$ cat config.mk
export PLATFORM = sky130hd
export DESIGN_NAME = cache_mem_arbiter
export DESIGN_NICKNAME = d
export VERILOG_FILES = /design/src/rtl/cache_mem_arbiter.sv
export SDC_FILE = /design/constraint.sdc
export NUM_CORES = 1
export LEC_CHECK = 0
export BUFFER_PORTS_ARGS = -buffer_cell sky130_fd_sc_hd__buf_2
export CORE_AREA = 4 4 266 268
export DETAILED_ROUTE_END_ITERATION = 16
export DIE_AREA = 0 0 270 272
export HOLD_SLACK_MARGIN = 0.03
export PLACE_DENSITY = 0.38
export SKIP_LAST_GASP = 1
export SLEW_MARGIN = 25
export SYNTH_ARGS = -nofsm -noshare
export SYNTH_HDL_FRONTEND = slang
export SYNTH_SLANG_ARGS = --single-unit
$ cat constraint.sdc
create_clock -name clk -period 1.4 [get_ports clk]
set_clock_uncertainty 0.2 [all_clocks]
set_input_delay 0.07 -clock clk [delete_from_list [all_inputs] [get_ports clk]]
set_output_delay 0.07 -clock clk [all_outputs]
set_load 0.05 [all_outputs]
$ cat src/rtl/cache_mem_arbiter.sv
// cache_mem_arbiter: shares one line-wide memory port between I-cache and D-cache.
// Define ARB_ROUND_ROBIN_EN for round-robin arbitration; otherwise D has fixed priority over I.
module cache_mem_arbiter #(
   parameter int ADDR_W = 16,
   parameter int LINE_W = 128
) (
   input  logic              clk,
   input  logic              reset,
   input  logic              i_read,
   input  logic [ADDR_W-1:0] i_addr,
   output logic [LINE_W-1:0] i_rdata,
   output logic              i_resp,
   input  logic              d_read,
   input  logic              d_write,
   input  logic [ADDR_W-1:0] d_addr,
   input  logic [LINE_W-1:0] d_wdata,
   output logic [LINE_W-1:0] d_rdata,
   output logic              d_resp,
   output logic              pmem_read,
   output logic              pmem_write,
   output logic [ADDR_W-1:0] pmem_addr,
   output logic [LINE_W-1:0] pmem_wdata,
   input  logic [LINE_W-1:0] pmem_rdata,
   input  logic              pmem_resp
);
   typedef enum logic [1:0] {IDLE, SERVE_I, SERVE_D} state_t;
   state_t              state_q, state_d;
   logic [ADDR_W-1:0]   addr_q, addr_d;
   logic [LINE_W-1:0]   wdata_q, wdata_d;
   logic                write_q, write_d;
   logic                pmem_read_q, pmem_read_d;
   logic                pmem_write_q, pmem_write_d;
   logic                d_req, grant_d;
`ifdef ARB_ROUND_ROBIN_EN
   logic                prio_i_q, prio_i_d;
`endif
   always_comb begin
      d_req = d_read | d_write;
`ifdef ARB_ROUND_ROBIN_EN
      grant_d = d_req & (~i_read | ~prio_i_q);
`else
      grant_d = d_req;
`endif
      state_d = state_q;
      addr_d  = addr_q;
      wdata_d = wdata_q;
      write_d = write_q;
      if (state_q == IDLE) begin
         if (grant_d) begin
            state_d = SERVE_D;
            addr_d  = d_addr;
            wdata_d = d_wdata;
            write_d = d_write;
         end else if (i_read) begin
            state_d = SERVE_I;
            addr_d  = i_addr;
            write_d = 1'b0;
         end
      end else if (pmem_resp) begin
         state_d = IDLE;
      end
      pmem_read_d  = (state_d != IDLE) & ~write_d;
      pmem_write_d = (state_d != IDLE) & write_d;
`ifdef ARB_ROUND_ROBIN_EN
      // favour whichever side did not win the latest grant
      prio_i_d = (state_q == IDLE && state_d == SERVE_D) ? 1'b1 :
                 (state_q == IDLE && state_d == SERVE_I) ? 1'b0 : prio_i_q;
`endif
   end
   always_ff @(posedge clk) begin
      if (reset) begin
         state_q      <= IDLE;
         addr_q       <= '0;
         wdata_q      <= '0;
         write_q      <= 1'b0;
         pmem_read_q  <= 1'b0;
         pmem_write_q <= 1'b0;
`ifdef ARB_ROUND_ROBIN_EN
         prio_i_q     <= 1'b0;
`endif
      end else begin
         state_q      <= state_d;
         addr_q       <= addr_d;
         wdata_q      <= wdata_d;
         write_q      <= write_d;
         pmem_read_q  <= pmem_read_d;
         pmem_write_q <= pmem_write_d;
`ifdef ARB_ROUND_ROBIN_EN
         prio_i_q     <= prio_i_d;
`endif
      end
   end
   assign pmem_read  = pmem_read_q;
   assign pmem_write = pmem_write_q;
   assign pmem_addr  = addr_q;
   assign pmem_wdata = wdata_q;
   assign i_resp     = (state_q == SERVE_I) & pmem_resp;
   assign d_resp     = (state_q == SERVE_D) & pmem_resp;
   assign i_rdata    = i_resp ? pmem_rdata : '0;
   assign d_rdata    = d_resp ? pmem_rdata : '0;
endmodule

==> results of run 1 <==
==> state kept, by name, indices dropped and copies added (netlist names) <==
name        count
pmem_read       1
pmem_addr      16
state_q         2
pmem_write      1
write_q         1
pmem_wdata    128
==> final cells by class <==
| class | count | area (sq um) |
|---|---|---|
| Clock buffer | 17 | 425.4 |
| Sequential cell | 149 | 2985 |
| Multi-Input combinational cell | 726 | 4584 |
| Tap cell | 882 | 1104 |
| Inverter | 1 | 3.754 |
| Fill cell | 7383 | 51170 |
| Antenna cell | 13 | 32.53 |
| Timing Repair Buffer | 933 | 7805 |
| Clock inverter | 15 | 239.0 |
==> what timing repair did <==
action	in CTS	in global routing
endpoints found under the setup margin	424	430
gates cloned	0	1
setup buffers	1	0
resized for setup	286	46
endpoints found under the hold margin	149	1
hold buffers	169	1
==> where the power goes <==
group	internal, W	total [W]	switching [W]	leakage [nW]
Sequential	0.00460	0.00478	0.000177	1.23
Clock	0.00307	0.00529	0.00221	0.324
Combinational	0.00202	0.00564	0.00362	6.44
==> worst paths after layout <==
path	endpoint	slack, ps	cells past startpoint
worst max-delay path	d_rdata[33]	-650	6
worst min-delay path	pmem_addr[4]	50	5
worst max register to register	pmem_wdata[76]	-270	5
worst min register to register	pmem_wdata[43]	270	2
==> layout by cell type (no fill, tap or decap), drive strengths merged <==
cell type and instances:
nand3 129, a21oi 147, clkbuf 21, a311oi 16
bufinv 4, a22oi 1, and2 257, dlygate4sd3 169
or3 3, dfxtp 149, buf 759, diode 13
dlymetal6s4s 1, nand2 34, or2 2, nor2 6
o21ai 129, nor3b 1, inv 7, clkinv 5
a32oi 1
==> tightest hold or removal path, delay by kind of cell <==
kind | cells | cell delay (ps)
simple gates | 2 | 320
buf+inv | 2 | 210
compound gates | 1 | 70
==> per-layer routing <==
metal  up-vias  wire length [um]  GRT usage, %
met4        10              2617         7.897
li1       5044                 -             -
met3       137              3455         3.841
met5         -                71             0
met2       516             33380         30.27
met1      5006             20480         14.84
==> through the flow <==
| step | hold slack, ps | cells | util [%] | power (W) | TNS (ps) |
|---|---|---|---|---|---|
| 3_3_place_gp | 125.6 | 2519 | 20.23 | 0.009990 | -64660 |
| 5_1_grt | 72.99 | 2731 | 25.12 | 0.01637 | -215990 |
| 6_report | 54.70 | 2736 | 25.14 | 0.01570 | -181030 |
| 3_5_place_dp | 131.5 | 2519 | 20.23 | 0.01003 | -72210 |
| 4_1_cts | 42.20 | 2721 | 24.93 | 0.01591 | -195730 |
| 2_1_floorplan | 17.70 | 987 | - | 0.008142 | -27730 |
==> cell families (layout without fill, tap and decap cells) <==
group	Yosys count	count (layout)	share of synthesized area, %
flops	149	149	39.85
other cells	0	13	0
simple gates	432	432	32.69
compound gates	294	294	21.38
buf+inv	112	966	6.084
==> reports/summary.log, run 1 <==
[sta] RSZ-0062 raised after global routing yes
[synthesis] share of the synthesized area in the top cell type 39.85%
[final_layout] Final Net Count 2122
[global_routing] maximum number of pins on one net before global-route repair 63
[sta] transition time of the tightest slew-check pin 471.1 ps
[global_routing] total routing usage reported by global routing 15.44%
[clock_tree] depth of the CTS H-tree 4
[critical_path] Max stage delay cell, worst path dfxtp_2
[run_status] status finished, violations left
[global_routing] first-pass GRT wire length 81420 um
[route] initial detailed-routing violation count 496
[route] detailed-route wire length per cell 21.93 um
[clock_tree] insertion delay of the later-clocked pin in the worst-skew pair 460 ps
[synthesis] count of flip-flops with a built-in enable after synthesis 0
[sta] post-layout min period 2045 ps
[final_layout] fraction of final layout cells sized beyond drive strength 1 58.12%
[synthesis] Synth Register Bits 149
[critical_path] Buf/Inv on CP 4
[place] post-detailed-placement cell area 0.01382 sq mm
[clock_tree] largest buffer count on any clock path 2
[worst_hold_path] min-delay src i_read
[global_routing] leftover overflow at the end of global routing 0
[critical_path] signal arrival time at the worst endpoint 1780 ps
[floorplan] Initial Util 10.95%
[clock_tree] clock transition time at the flip-flop clock pins of the worst setup and hold paths 70 ps
[clock_tree] Clk Tree Root Cell clkbuf_16
[sta] final number of hold-violating endpoints 0
[sta] Max Transition Viols Final 0
[synthesis] share of synthesized flip-flops with an asynchronous set or reset 0%
[floorplan] DIE AREA 0.07344 sq mm
[global_routing] number of antenna violations at the first check in global routing 57
[floorplan] total core area 0.06835 sq mm
[route] Post-route DRC 0
[synthesis] most frequent cells after synthesis and2_1, dfxtp_1, a21oi_1
[route] total wire length after detailed routing 60010 um
[synthesis] mean area per synthesized cell 7.585 sq um
[pwr] highest ir drop seen on vdd 718.5 uV
[place] RD Place Congestion 0.8725
[place] placement-stage worst setup slack -251.8 ps
[critical_path] largest driver fanout on the critical path 33
[synthesis] number of distinct standard cells referenced by the synthesized netlist 23
[clock_tree] number of buffers created by CTS 17
[sta] worst setup margin -645.0 ps
[critical_path] start point of the critical path state_q[0]
[floorplan] Die Y 272 um
[global_routing] via count of the first global-routing pass 10950
[worst_hold_path] Hold Path Class input pin to register
[critical_path] startpoint type of the worst setup path register
[clock_tree] CTS tree built
[pwr] total power per unit cell area 914.2 mW/mm^2
[synthesis] cell type contributing the most total cell area after synthesis dfxtp_1
[run_status] violated checks negative setup slack
[synthesis] most area-consuming cells after synthesis dfxtp_1, and2_1, a21oi_1
[route] vias per inst 3.916
[critical_path] required time of the worst setup path 1130 ps
[synthesis] post-synth net total 1281
[final_layout] Layout Cell Area excl Fill 0.01718 sq mm
[pwr] static leakage 7.991 nW
[route] post-route ant nets 0
[sta] final setup fails 408
[synthesis] Warnings, synthesis 0
[critical_path] cell repeated most along the worst path buf_4
[floorplan] row cnt 96
[final_layout] Layout area overhead 129.5%
[sta] worst relative slew slack 68.59%
[flow_run] count of max-cap constraint violations 0
[sta] highest achievable clock rate 0.4890 GHz
[floorplan] count of pins on the block boundary 698
[critical_path] cell family with most CP delay buffers and inverters
[critical_path] Setup Crit Path Kind register to primary output
[route] total iterations of the first detailed-routing run 4
[critical_path] category of the worst setup path capture point primary output
[synthesis] synthesized instance count 987
[critical_path] Cell Chain, Critical Path buf_4 > nor2_4 > buf_12 > buf_16 > and2_4 > buf_4
[floorplan] die boundary width 270 um
[route] routed vias 10710
[synthesis] mapped cell area 0.007486 sq mm
[critical_path] maximum single-stage delay on the critical path 330 ps
[sta] final period utilization 146.1%
[clock_tree] TritonCTS Sinks 149
[synthesis] register area share after synthesis 39.85%
[critical_path] RR Startpoint state_q[1]
[place] post-DP HPWL 49590 um
[synthesis] cell with the most instances after synthesis and2_1
[synthesis] flip-flop cell with the highest count after synthesis dfxtp_1
[place] I/O Buffers 697
Note: power is estimated with default switching activity, not from simulation.
==> run 2: changes to the inputs <==
--- a/config.mk
+++ b/config.mk
@@ -11,6 +11,7 @@
 export DIE_AREA = 0 0 270 272
 export HOLD_SLACK_MARGIN = 0.03
 export PLACE_DENSITY = 0.38
+export REMOVE_ABC_BUFFERS = 1
 export SKIP_LAST_GASP = 1
 export SLEW_MARGIN = 25
 export SYNTH_ARGS = -nofsm -noshare
==> reports/summary.log, run 2 (same netlist as run 1, synthesis figures left out) <==
[route] total iterations of the first detailed-routing run 5 [was 4]
[pwr] highest ir drop seen on vdd 907.5 uV [was 718.5 uV]
[global_routing] number of antenna violations at the first check in global routing 46 [was 57]
[critical_path] largest driver fanout on the critical path 16 [was 33]
[sta] final period utilization 150.5% [was 146.1%]
[sta] final hold slack -83.36 ps [was 54.70 ps]
[place] RD Place Congestion 0.9032 [was 0.8725]
[route] total wire length after detailed routing 64690 um [was 60010 um]
[clock_tree] clock transition time at the flip-flop clock pins of the worst setup and hold paths 70 ps [about the same]
[sta] worst setup margin -706.3 ps [was -645.0 ps]
[route] detailed-route wire length per cell 23.53 um [was 21.93 um]
[clock_tree] largest buffer count on any clock path 2 [unchanged]
[place] placement-stage worst setup slack -279.1 ps [was -251.8 ps]
[sta] worst relative slew slack 60.74% [was 68.59%]
[sta] Max Transition Viols Final 0 [unchanged]
[global_routing] leftover overflow at the end of global routing 0 [unchanged]
[sta] post-layout min period 2106 ps [was 2045 ps]
[route] routed vias 11200 [was 10710]
[critical_path] required time of the worst setup path 1130 ps [about the same]
[clock_tree] number of buffers created by CTS 17 [unchanged]
[place] post-detailed-placement cell area 0.01318 sq mm [was 0.01382 sq mm]
[run_status] violated checks negative hold slack, negative setup slack [was negative setup slack]
[global_routing] maximum number of pins on one net before global-route repair 96 [was 63]
[final_layout] flip-flop count of the largest register, all copies and words added 128 [unchanged]
[place] I/O Buffers 697 [unchanged]
[route] post-route ant nets 0 [unchanged]
[route] DRT met1 WL 23790 um [was 20480 um]
[final_layout] fraction of final layout cells sized beyond drive strength 1 49.87% [was 58.12%]
[flow_run] count of max-cap constraint violations 0 [unchanged]
[run_status] status finished, violations left [unchanged]
[sta] RSZ-0062 raised after global routing yes [unchanged]
[pwr] total power per unit cell area 885.9 mW/mm^2 [was 914.2 mW/mm^2]
[floorplan] Die Y 272 um [unchanged]
[final_layout] most common cell after layout, fill and taps aside buf_2 [unchanged]
[final_layout] Layout Cell Area excl Fill 0.01780 sq mm [was 0.01718 sq mm]
[global_routing] via count of the first global-routing pass 11090 [was 10950]
[pwr] static leakage 8.102 nW [was 7.991 nW]
[sta] final setup fails 414 [was 408]
[critical_path] startpoint type of the worst setup path register [unchanged]
[floorplan] total core area 0.06835 sq mm [unchanged]
[sta] transition time of the tightest slew-check pin 588.9 ps [was 471.1 ps]
[clock_tree] TritonCTS Sinks 149 [unchanged]
[final_layout] Layout area overhead 137.8% [was 129.5%]
[floorplan] row cnt 96 [unchanged]
[global_routing] first-pass GRT wire length 86500 um [was 81420 um]
[sta] final number of hold-violating endpoints 1 [was 0]
[final_layout] area of all sequential standard cells 0.002985 sq mm [unchanged]
[worst_hold_path] Hold Path Class input pin to register [unchanged]
[route] Post-route DRC 0 [unchanged]
[route] Routed met2 length 34070 um [was 33380 um]
[clock_tree] Clk Tree Root Cell clkbuf_16 [unchanged]
[final_layout] commonest cells after routing, fill and taps aside buf_2, dlygate4sd3_1, and2_1, a21oi_1, dfxtp_1 [was buf_2, dlygate4sd3_1, a21oi_1, dfxtp_1, and2_4]
[floorplan] count of pins on the block boundary 698 [unchanged]
[floorplan] Initial Util 10.95% [unchanged]
[critical_path] signal arrival time at the worst endpoint 1840 ps [was 1780 ps]
[global_routing] total routing usage reported by global routing 16.28% [was 15.44%]
[place] post-DP HPWL 49630 um [was 49590 um]
[clock_tree] insertion delay of the later-clocked pin in the worst-skew pair 470 ps [was 460 ps]
[final_layout] Final Net Count 2138 [was 2122]
[final_layout] combined area of the multi-input logic cells 0.004313 sq mm [was 0.004584 sq mm]
[critical_path] category of the worst setup path capture point primary output [unchanged]
[pwr] post-route total power 0.01577 W [was 0.01570 W]
[floorplan] die boundary width 270 um [unchanged]
[final_layout] filler instances 7279 [was 7383]
[route] vias per inst 4.073 [was 3.916]
[route] initial detailed-routing violation count 540 [was 496]
[sta] highest achievable clock rate 0.4748 GHz [was 0.4890 GHz]
[route] uppermost layer routed met5 [unchanged]
[clock_tree] CTS tree built [unchanged]
[clock_tree] depth of the CTS H-tree 4 [unchanged]
[floorplan] DIE AREA 0.07344 sq mm [unchanged]
[critical_path] Setup Crit Path Kind register to primary output [unchanged]
[clock_tree] total of hold buffers inserted after clock tree synthesis 167 [was 169]
[route] met3 WL post-DR 4145 um [was 3455 um]
==> run 2: cell types whose count changed in the layout (fill, tap and decap cells not counted), sizes merged <==
| cell | previous run | this run |
|---|---|---|
| clkinvlp | 0 | 2 |
| dlymetal6s4s | 1 | 0 |
| clkinv | 5 | 4 |
| bufbuf | 0 | 1 |
| diode | 13 | 10 |
| bufinv | 4 | 2 |
| dlygate4sd3 | 169 | 167 |
| inv | 7 | 4 |
| buf | 759 | 771 |
| clkbuf | 21 | 31 |
==> run 2: worst max-delay path, cell delays in order (launching register included) <==
cell and delay (ps):
dfxtp_2 340, nor3b_2 200, buf_6 250, clkbuf_16 210, and2_1 160, buf_4 200
==> run 2: layout make-up <==
class | instances | share of cell area [%]
Clock inverter | 11 | 0.7943
Timing Repair Buffer | 949 | 49.20
Tap cell | 882 | 6.200
Sequential cell | 149 | 16.77
Multi-Input combinational cell | 726 | 24.23
Clock buffer | 21 | 2.643
Inverter | 1 | 0.02109
Antenna cell | 10 | 0.1406
==> run 2: stage by stage <==
step	setup TNS [ps]	std cells	utilization, %	hold WS [ps]
floorplan	-1726190	876	-	-62.14
global placement	-69890	2513	19.29	123.2
detailed placement	-75300	2513	19.29	128.9
CTS	-213070	2726	24.81	-107.8
global route	-253810	2744	26.03	-56.36
finish	-216030	2749	26.04	-83.36
==> run 2: layer usage <==
metal  vias to the layer above  track usage, %
met2                       602           31.11
met5                         -               0
met1                      5361           17.52
li1                       5082               -
met4                         4           4.730
met3                       148           4.343
==> run 2: path summary, 6_finish.rpt <==
path,cells after the start,to,startpoint,slack [ps]
worst max-delay path,5,i_rdata[48],state_q[1],-710
worst min-delay path,4,state_q[1],d_read,-80
worst max register to register,6,pmem_wdata[75],state_q[0],-440
worst min register to register,2,pmem_wdata[100],pmem_wdata[100],270
==> run 2: power by group <==
| part | switching, W | internal, W | leakage [nW] |
|---|---|---|---|
| clock | 0.00216 | 0.00280 | 0.294 |
| combinational | 0.00380 | 0.00223 | 6.58 |
| sequential | 0.000177 | 0.00460 | 1.23 |
==> run 2: what timing repair did <==
item                       in CTS  in global routing
gates resized for setup       401                180
setup buffers                   6                  4
gates cloned                    8                 13
hold endpoints to repair      149                  1
setup endpoints to repair     463                514
pin swaps                       1                 16
==> run 3: changes to the inputs <==
--- a/config.mk
+++ b/config.mk
@@ -6,11 +6,14 @@
 export NUM_CORES = 1
 export LEC_CHECK = 0
 export BUFFER_PORTS_ARGS = -buffer_cell sky130_fd_sc_hd__buf_2
-export CORE_AREA = 4 4 266 268
+export CELL_PAD_IN_SITES_DETAIL_PLACEMENT = 0
+export CELL_PAD_IN_SITES_GLOBAL_PLACEMENT = 1
+export CORE_AREA = 4 4 267 269
+export CTS_CLUSTER_SIZE = 8
 export DETAILED_ROUTE_END_ITERATION = 16
-export DIE_AREA = 0 0 270 272
+export DIE_AREA = 0 0 271 273
 export HOLD_SLACK_MARGIN = 0.03
-export PLACE_DENSITY = 0.38
+export PLACE_DENSITY = 0.5
 export REMOVE_ABC_BUFFERS = 1
 export SKIP_LAST_GASP = 1
 export SLEW_MARGIN = 25
==> reports/summary.log, run 3 (same netlist as run 1, synthesis figures left out) <==
[final_layout] Final Net Count 2145 [was 2138]
[clock_tree] largest buffer count on any clock path 2 [unchanged]
[critical_path] Setup Crit Path Kind register to primary output [unchanged]
[route] total wire length after detailed routing 63070 um [was 64690 um]
[final_layout] Layout area overhead 133.4% [was 137.8%]
[place] placement-stage worst setup slack -332.3 ps [was -279.1 ps]
[critical_path] cell family with most CP delay buffers and inverters [unchanged]
[critical_path] startpoint type of the worst setup path register [unchanged]
[sta] worst setup margin -676.9 ps [was -706.3 ps]
[pwr] static leakage 7.977 nW [was 8.102 nW]
[critical_path] required time of the worst setup path 1130 ps [about the same]
[global_routing] via count of the first global-routing pass 10940 [was 11090]
[place] post-DP HPWL 48130 um [was 49630 um]
[route] total iterations of the first detailed-routing run 4 [was 5]
[global_routing] total routing usage reported by global routing 15.32% [was 16.28%]
[sta] final setup fails 413 [was 414]
[final_layout] most common cell after layout, fill and taps aside buf_2 [unchanged]
[critical_path] signal arrival time at the worst endpoint 1810 ps [was 1840 ps]
[route] Post-route DRC 0 [unchanged]
[floorplan] total core area 0.06859 sq mm [was 0.06835 sq mm]
[critical_path] start point of the critical path state_q[1] [unchanged]
[sta] post-layout min period 2077 ps [was 2106 ps]
[final_layout] commonest cells after routing, fill and taps aside buf_2, dlygate4sd3_1, and2_1, a21oi_1, dfxtp_1 [unchanged]
[place] post-detailed-placement cell area 0.01263 sq mm [was 0.01318 sq mm]
[sta] final hold slack 47.27 ps [was -83.36 ps]
[clock_tree] insertion delay of the later-clocked pin in the worst-skew pair 460 ps [was 470 ps]
[floorplan] die boundary width 271 um [was 270 um]
[sta] final number of hold-violating endpoints 0 [was 1]
[place] RD Place Congestion 0.9253 [was 0.9032]
[floorplan] row cnt 96 [unchanged]
[sta] worst relative slew slack 64.00% [was 60.74%]
[flow_run] count of max-cap constraint violations 0 [unchanged]
[sta] RSZ-0062 raised after global routing yes [unchanged]
[clock_tree] CTS tree built [unchanged]
[floorplan] DIE AREA 0.07398 sq mm [was 0.07344 sq mm]
[critical_path] Critical Path Sink d_rdata[82] [was i_rdata[48]]
[critical_path] Cell Chain, Critical Path nand2_1 > nor2_4 > buf_12 > buf_16 > and2_1 > buf_4 [was nor3b_2 > buf_6 > clkbuf_16 > and2_1 > buf_4]
[run_status] violated checks negative setup slack [was negative hold slack, negative setup slack]
[global_routing] number of antenna violations at the first check in global routing 54 [was 46]
[pwr] total power per unit cell area 883.3 mW/mm^2 [was 885.9 mW/mm^2]
[worst_hold_path] Hold Path Class input pin to register [unchanged]
[critical_path] Max stage delay cell, worst path dfxtp_2 [unchanged]
[route] routed vias 11050 [was 11200]
[clock_tree] Clk Tree Root Cell clkbuf_16 [unchanged]
[sta] highest achievable clock rate 0.4815 GHz [was 0.4748 GHz]
[global_routing] leftover overflow at the end of global routing 0 [unchanged]
[critical_path] maximum single-stage delay on the critical path 370 ps [was 340 ps]
[pwr] highest ir drop seen on vdd 1002 uV [was 907.5 uV]
[clock_tree] number of buffers created by CTS 17 [unchanged]
[critical_path] R2R depth 7 [was 6]
[final_layout] fraction of final layout cells sized beyond drive strength 1 48.87% [was 49.87%]
[route] detailed-route wire length per cell 22.47 um [was 23.53 um]
[floorplan] Die Y 273 um [was 272 um]
[final_layout] flip-flop count of the largest register, all copies and words added 128 [unchanged]
[place] I/O Buffers 697 [unchanged]
[run_status] status finished, violations left [unchanged]
[clock_tree] depth of the CTS H-tree 4 [unchanged]
[final_layout] filler instances 7415 [was 7279]
[critical_path] category of the worst setup path capture point primary output [unchanged]
[route] initial detailed-routing violation count 452 [was 540]
[sta] transition time of the tightest slew-check pin 539.9 ps [was 588.9 ps]
[global_routing] maximum number of pins on one net before global-route repair 93 [was 96]
[clock_tree] TritonCTS Sinks 149 [unchanged]
[route] post-route ant nets 0 [unchanged]
[critical_path] endpoint of the lowest-slack register-to-register path pmem_addr[0] [was pmem_wdata[75]]
[sta] Max Transition Viols Final 0 [unchanged]
[floorplan] Initial Util 10.91% [was 10.95%]
[critical_path] minimum setup slack among reg-to-reg paths -420 ps [was -440 ps]
[final_layout] final core utilization 25.47% [was 26.04%]
[critical_path] largest driver fanout on the critical path 46 [was 16]
[global_routing] first-pass GRT wire length 82180 um [was 86500 um]
[clock_tree] clock transition time at the flip-flop clock pins of the worst setup and hold paths 70 ps [about the same]
[critical_path] Buf/Inv on CP 3 [unchanged]
[final_layout] Layout Cell Area excl Fill 0.01747 sq mm [was 0.01780 sq mm]
[critical_path] RR Startpoint state_q[0] [unchanged]
[route] vias per inst 3.937 [was 4.073]
[critical_path] logic depth of the worst path, buffers included 6 [was 5]
[sta] final period utilization 148.3% [was 150.5%]
[floorplan] count of pins on the block boundary 698 [unchanged]
run 3: worst register-to-register path: stages (launching register included):
cell and delay [ps]:
dfxtp_4 350, buf_4 130, buf_6 110, nor2_4 210
buf_12 200, buf_12 160, a21oi_1 90, a311oi_1 270
run 3: per-stage QoR:
step / total power (W) / setup TNS, ps / instances
after floorplan: 0.007722 / -1726190 / 876
after global placement: 0.009725 / -87910 / 2554
after detailed placement: 0.009743 / -91140 / 2554
after CTS: 0.01532 / -228700 / 2773
after global routing: 0.01614 / -236050 / 2804
final: 0.01543 / -202300 / 2807
run 3: cell type report:
cell class	instances	area (sq um)	area share, %
multi-input combinational	726	4295	24.59
timing repair buffer	956	8384	47.99
inverter	1	3.754	0.02149
tap	931	1165	6.668
clock buffer	19	432.9	2.478
antenna	12	30.03	0.1719
sequential	149	2988	17.10
clock inverter	13	171.4	0.9812
run 3: power by group:
| part | leakage, nW | switching [W] | internal, W |
|---|---|---|---|
| Combinational | 6.46 | 0.00371 | 0.00202 |
| Clock | 0.289 | 0.00209 | 0.00283 |
| Sequential | 1.23 | 0.000174 | 0.00460 |
run 3: how the worst min path moves through the flow:
stage	startpoint	endpoint	slack [ps]	cells past startpoint
final	i_read	pmem_addr[3]	50	5
after floorplan	reset	pmem_addr[10]	-60	1
after global routing	i_read	pmem_addr[3]	50	5
after global placement	d_wdata[40]	pmem_wdata[40]	120	3
after CTS	i_read	pmem_addr[3]	30	5
after detailed placement	d_wdata[12]	pmem_wdata[12]	130	3
run 3: layer usage:
metal | track usage, % | vias up | wire [um]
met5 | 0 | - | 25
met4 | 6.865 | 4 | 2406
met3 | 4.293 | 149 | 4068
met2 | 27.81 | 552 | 33160
met1 | 16.60 | 5244 | 23410
li1 | - | 5102 | -
run 3: repair_timing:
action / 4_1_cts / 5_1_grt
setup buffers: 6 / 7
setup endpoints to repair: 422 / 429
pin swaps: 21 / 35
endpoints found under the hold margin: 149 / 4
resized for setup: 309 / 380
cloned: 5 / 15
hold buffers: 176 / 3
